===== src/rtl/apf_keypad_scan.sv =====
// APF MP1000 hand-controller input stage: maps PS/2 key events and joystick bits onto the two
// 4x4 keypad matrices and answers the PIA column scan with registered active-low row data.
module apf_keypad_scan #(
  parameter int HOLD_CYCLES = 400000,
  parameter int HOLD_W      = 19
) (
  input  logic        clk_sys,
  input  logic        reset,
  input  logic [10:0] ps2_key,
  input  logic [4:0]  joy0,
  input  logic [4:0]  joy1,
  input  logic [3:0]  pia_col_n,
  output logic [7:0]  key_rows_n,
  output logic [1:0]  fire_n,
  output logic        key_any
);

  // Key slots: 0..15 player-1 matrix (col*4+row), 16..31 player-2 matrix, 32 player-1 fire.
  localparam int                NKEYS     = 33;
  localparam int                FIRE_IDX  = 32;
  localparam logic [HOLD_W-1:0] HOLD_LOAD = HOLD_W'(HOLD_CYCLES);
  localparam logic [HOLD_W-1:0] CNT_ONE   = HOLD_W'(1);

  logic              old_stb_q;
  logic              ev;
  logic              map_vld;
  logic [5:0]        map_idx;
  logic [NKEYS-1:0]  held_q, held_d;
  logic [NKEYS-1:0]  pend_q, pend_d;
  logic [HOLD_W-1:0] cnt_q [NKEYS];
  logic [HOLD_W-1:0] cnt_d [NKEYS];
  logic [15:0]       p1_prs, p2_prs;
  logic [7:0]        rows_q, rows_d;
  logic [1:0]        fire_q, fire_d;
  logic              key_any_q;

  assign ev = ps2_key[10] ^ old_stb_q;

  // The extended bit is part of the key: 6B/72/74/75 are P2 digits plain, P1 arrows with E0.
  always_comb begin
    map_vld = 1'b1;
    map_idx = 6'd0;
    case ({ps2_key[8], ps2_key[7:0]})
      9'h016: map_idx = 6'd0;
      9'h01E: map_idx = 6'd1;
      9'h026: map_idx = 6'd2;
      9'h025: map_idx = 6'd4;
      9'h02E: map_idx = 6'd5;
      9'h036: map_idx = 6'd6;
      9'h03D: map_idx = 6'd8;
      9'h03E: map_idx = 6'd9;
      9'h046: map_idx = 6'd10;
      9'h021: map_idx = 6'd12;
      9'h045: map_idx = 6'd13;
      9'h05A: map_idx = 6'd14;
      9'h029: map_idx = 6'(FIRE_IDX);
      9'h175: map_idx = 6'd3;
      9'h172: map_idx = 6'd7;
      9'h16B: map_idx = 6'd11;
      9'h174: map_idx = 6'd15;
      9'h069: map_idx = 6'd16;
      9'h072: map_idx = 6'd17;
      9'h07A: map_idx = 6'd18;
      9'h06B: map_idx = 6'd20;
      9'h073: map_idx = 6'd21;
      9'h074: map_idx = 6'd22;
      9'h06C: map_idx = 6'd24;
      9'h075: map_idx = 6'd25;
      9'h07D: map_idx = 6'd26;
      9'h07B: map_idx = 6'd28;
      9'h070: map_idx = 6'd29;
      9'h079: map_idx = 6'd30;
      default: map_vld = 1'b0;
    endcase
  end

  always_comb begin
    held_d = held_q;
    pend_d = pend_q;
    for (int k = 0; k < NKEYS; k++) begin
      cnt_d[k] = cnt_q[k];
      if (cnt_q[k] != '0) begin
        cnt_d[k] = cnt_q[k] - CNT_ONE;
        if (cnt_q[k] == CNT_ONE && pend_q[k]) begin
          held_d[k] = 1'b0;
          pend_d[k] = 1'b0;
        end
      end
    end
    // A release landing on the final hold cycle ends the key now rather than leaving pend set.
    if (ev && map_vld) begin
      if (ps2_key[9]) begin
        held_d[map_idx] = 1'b1;
        pend_d[map_idx] = 1'b0;
        cnt_d[map_idx]  = HOLD_LOAD;
      end else if (cnt_q[map_idx] > CNT_ONE) begin
        pend_d[map_idx] = 1'b1;
      end else begin
        held_d[map_idx] = 1'b0;
        pend_d[map_idx] = 1'b0;
      end
    end
  end

  always_comb begin
    p1_prs     = held_q[15:0];
    p2_prs     = held_q[31:16];
    p1_prs[3]  = held_q[3]  | joy0[3];
    p1_prs[7]  = held_q[7]  | joy0[2];
    p1_prs[11] = held_q[11] | joy0[1];
    p1_prs[15] = held_q[15] | joy0[0];
    p2_prs[3]  = held_q[19] | joy1[3];
    p2_prs[7]  = held_q[23] | joy1[2];
    p2_prs[11] = held_q[27] | joy1[1];
    p2_prs[15] = held_q[31] | joy1[0];
    rows_d = 8'hFF;
    for (int c = 0; c < 4; c++) begin
      for (int r = 0; r < 4; r++) begin
        if (!pia_col_n[c]) begin
          if (p1_prs[c*4+r]) rows_d[r]   = 1'b0;
          if (p2_prs[c*4+r]) rows_d[4+r] = 1'b0;
        end
      end
    end
    fire_d = {~joy1[4], ~(held_q[FIRE_IDX] | joy0[4])};
  end

  always_ff @(posedge clk_sys) begin
    old_stb_q <= ps2_key[10];
    if (reset) begin
      held_q    <= '0;
      pend_q    <= '0;
      for (int k = 0; k < NKEYS; k++) cnt_q[k] <= '0;
      rows_q    <= 8'hFF;
      fire_q    <= 2'b11;
      key_any_q <= 1'b0;
    end else begin
      held_q    <= held_d;
      pend_q    <= pend_d;
      for (int k = 0; k < NKEYS; k++) cnt_q[k] <= cnt_d[k];
      rows_q    <= rows_d;
      fire_q    <= fire_d;
      key_any_q <= ev & map_vld & ps2_key[9];
    end
  end

  assign key_rows_n = rows_q;
  assign fire_n     = fire_q;
  assign key_any    = key_any_q;

endmodule

===== config.mk =====
export PLATFORM = sky130hd
export DESIGN_NAME = apf_keypad_scan
export DESIGN_NICKNAME = d
export VERILOG_FILES = /design/src/rtl/apf_keypad_scan.sv
export SDC_FILE = /design/constraint.sdc
export NUM_CORES = 2
export LEC_CHECK = 0
export ABC_AREA = 0
export BUFFER_PORTS_ARGS = -buffer_cell sky130_fd_sc_hd__buf_2
export CAP_MARGIN = 20
export CORE_ASPECT_RATIO = 0.75
export CORE_MARGIN = 2
export CORE_UTILIZATION = 55
export CTS_CLUSTER_DIAMETER = 150
export DETAILED_ROUTE_END_ITERATION = 10
export GPL_TIMING_DRIVEN = 0
export PLACE_DENSITY = 0.7
export SYNTH_ARGS = -nofsm -noshare
export SYNTH_HDL_FRONTEND = slang
export SYNTH_SLANG_ARGS = --single-unit

===== constraint.sdc =====
create_clock -name clk_sys -period 9.7 [get_ports clk_sys]
set_input_delay 1.94 -clock clk_sys [delete_from_list [all_inputs] [get_ports clk_sys]]
set_output_delay 1.94 -clock clk_sys [all_outputs]
set_load 0.02 [all_outputs]

==> flow_summary.ini <==
[clocking]
clock_sinks = 705
cts_buffers = 73
htree_levels = 3
cts_resized = 0
cts_root_buf = clkbuf_16
clock_latency_ps = 670
ctsHoldBuffers = 0
cts_setup_buffers = 0
clk_pin_slew_ps = 60
max-clock-path-buffers = 3
tritoncts = built

[synthesis]
synth.top_cell.area_share = 0.391
yosys-top-cells-area = dfxtp_1 39%, nor2_1 7.7%, xnor2_1 7.2%
syn_inst = 4498
postSynth.asyncResetShare = 0
synth_commonest_cells = 740 x nor2_1, 705 x dfxtp_1, 363 x nand2_1, 306 x a21oi_1, 296 x xnor2_1
synth_area_um2 = 36100
yosysMostFrequentCell = nor2_1
synth_largest_area_cell = dfxtp_1
syn_area_per_cell_um2 = 8.02
synth-seq-cells = 705
yosysWarnings = 0
synth_fp_nets = 4592
yosysSeqAreaShare = 0.391
ys_types = 92
ys.flop_type = dfxtp_1
synth-edff-count = 0

[die]
ios = 38
core.rowCount = 81
die_area_um2 = 67700
start_util = 0.555
dieWidth_um = 300
fp.coreArea_um2 = 65100
die_h_um = 226

[cells_and_area]
fillers = 5965
area_delta_synth_final_pct = 11.6
fin_nets = 4723
drive_above_1_share = 0.0604

[job]
max-cap-violations = 0

[route]
vias = 35663
wl_met1_um = 57500
top_layer = met5
drc = 0
met2_length_um = 53500
first_pass_iters = 10
vias_per_cell = 6.41
wl_met3_um = 19400
routed_wl_um = 138000
wl_per_cell_um = 24.9
drt_iter0_markers = 5246
ant_nets = 0

[sta]
rsz0062_at_grt = false
post-route-period-util = 0.823
final.min_clock_period_ps = 7980
max_freq_mhz = 125
maxSlewViolCount = 0
finClkSkew_ps = 28.0
worst_slew_pin_slew_ps = 1330
slew_headroom = 0.112
fin_hold_ws_ps = 416
final.setup.tns_ps = 0
finalHoldViolCount = 0
finalSetupViolations = 0

[place]
io_buffer_count = 32
routabilityCongestion = 1.09
dp_hpwl_um = 102000

[power_and_ir_drop]
ir_worst_vdd_v = 0.000235
p_leak_nw = 15.1
powerDensity_nw_per_um2 = 370

[worst_setup_path]
cp_max_fo = 10
worstSetupPathType = in2reg
crit_required_ps = 10180
critPathCaptureType = flip-flop
crit_arrival_ps = 8460
startpoint_type = input pin

[global_route]
track_usage = 0.398
grt_pass1_vias = 31078
gr-total-overflow = 0
grt_max_degree = 15
grt_pass1_wl_um = 202000
grt_antenna_before_repair = 11

[min_path]
hold_path_class = reg2reg

[outcome]
status = complete, no violations
[worst max-delay path, cell delays in order]
cell,delay [ps]
buf_2,120
buf_2,180
nor4bb_1,930
and3_1,440
nor2_1,210
nand2_2,250
clkbuf_1,990
o32ai_1,220
a221oi_1,330
a31oi_1,370
a2111oi_1,1040
nand4_1,310
nor4_4,620
buf_4,360
a31oi_1,120
[power breakdown]
group | internal (W) | switching (W) | total (W)
combinational | 0.00287 | 0.00384 | 0.00671
clock | 0.00181 | 0.00125 | 0.00306
sequential | 0.00386 | 0.00129 | 0.00514
total | 0.00853 | 0.00638 | 0.0149
[cells by family after synthesis]
logic type,count (synthesis),synth area share
and+or+nand+nor,2136,0.293
adders and majority gates,67,0.0232
muxes,37,0.0104
buffers and inverters,312,0.0347
AOI/OAI and AO/OA,784,0.137
xor gates and xnor gates,457,0.111
DFF,705,0.391
[per-stage QoR]
step / instances / total power [W] / utilization / cell area, um^2 / worst slack (ps)
after floorplan: 4498 / 0.0100 / - / 36100 / 4290
after global placement: 5401 / 0.0115 / 0.574 / 37300 / 1190
after detailed placement: 5415 / 0.0116 / 0.577 / 37500 / 1490
after CTS: 5546 / 0.0147 / 0.617 / 40100 / 2130
after global routing: 5558 / 0.0159 / 0.619 / 40300 / 2040
final: 5565 / 0.0149 / 0.619 / 40300 / 1720
[state kept, by name (all words and copies together), names as in the netlist]
| name | cells |
|---|---|
| key_rows_n | 8 |
| cnt_q | 627 |
| held_q | 33 |
| pend_q | 33 |
| key_any | 1 |
| old_stb_q | 1 |
| fire_n | 2 |
[layer usage]
metal  GRT usage  vias up
met5           0        -
met4       0.186       12
met3       0.140      514
met2       0.547     2188
met1       0.552    16722
li1            -    16227
[area by class of cell]
cell class | instances | area [um^2] | area share
clock inverters | 24 | 313 | 0.00777
diodes | 9 | 22.5 | 0.000559
multi-input cells | 3481 | 20700 | 0.515
clock buffers | 107 | 2270 | 0.0564
flip-flops and latches | 705 | 14100 | 0.350
inverters | 127 | 477 | 0.0118
plain buffers | 185 | 777 | 0.0193
well taps | 871 | 1090 | 0.0271
repair buffers | 56 | 473 | 0.0117
[cell usage in the layout (no fill, tap or decap), types with 65 or more instances in the layout]
cell | synthesis | final
o22ai_1 | 65 | 65
dfxtp_1 | 705 | 705
ha_1 | 67 | 67
buf_2 | 33 | 65
nor2_1 | 740 | 739
xnor2_1 | 296 | 296
nand2b_1 | 97 | 97
clkbuf_1 | 133 | 140
inv_1 | 127 | 127
nand3_1 | 106 | 106
a21oi_1 | 306 | 306
xor2_1 | 161 | 161
clkbuf_16 | 0 | 77
nor4_1 | 131 | 131
o21ai_0 | 108 | 108
nand2_1 | 363 | 363
or3_1 | 75 | 75
nor3_1 | 278 | 278
[final timing paths]
check	start	end	slack (ps)	depth (start not counted)
worst min register to register	pend_q[23]$_SDFF_PP0_	held_q[23]$_SDFF_PP0_	420	1
worst min-delay path	pend_q[23]$_SDFF_PP0_	held_q[23]$_SDFF_PP0_	420	1
worst max-delay path	ps2_key[7]	held_q[10]$_SDFF_PP0_	1720	15
worst max register to register	cnt_q[20][3]$_SDFF_PP0_	held_q[10]$_SDFF_PP0_	5060	10
No activity file was read; power rests on OpenSTA's default activity.
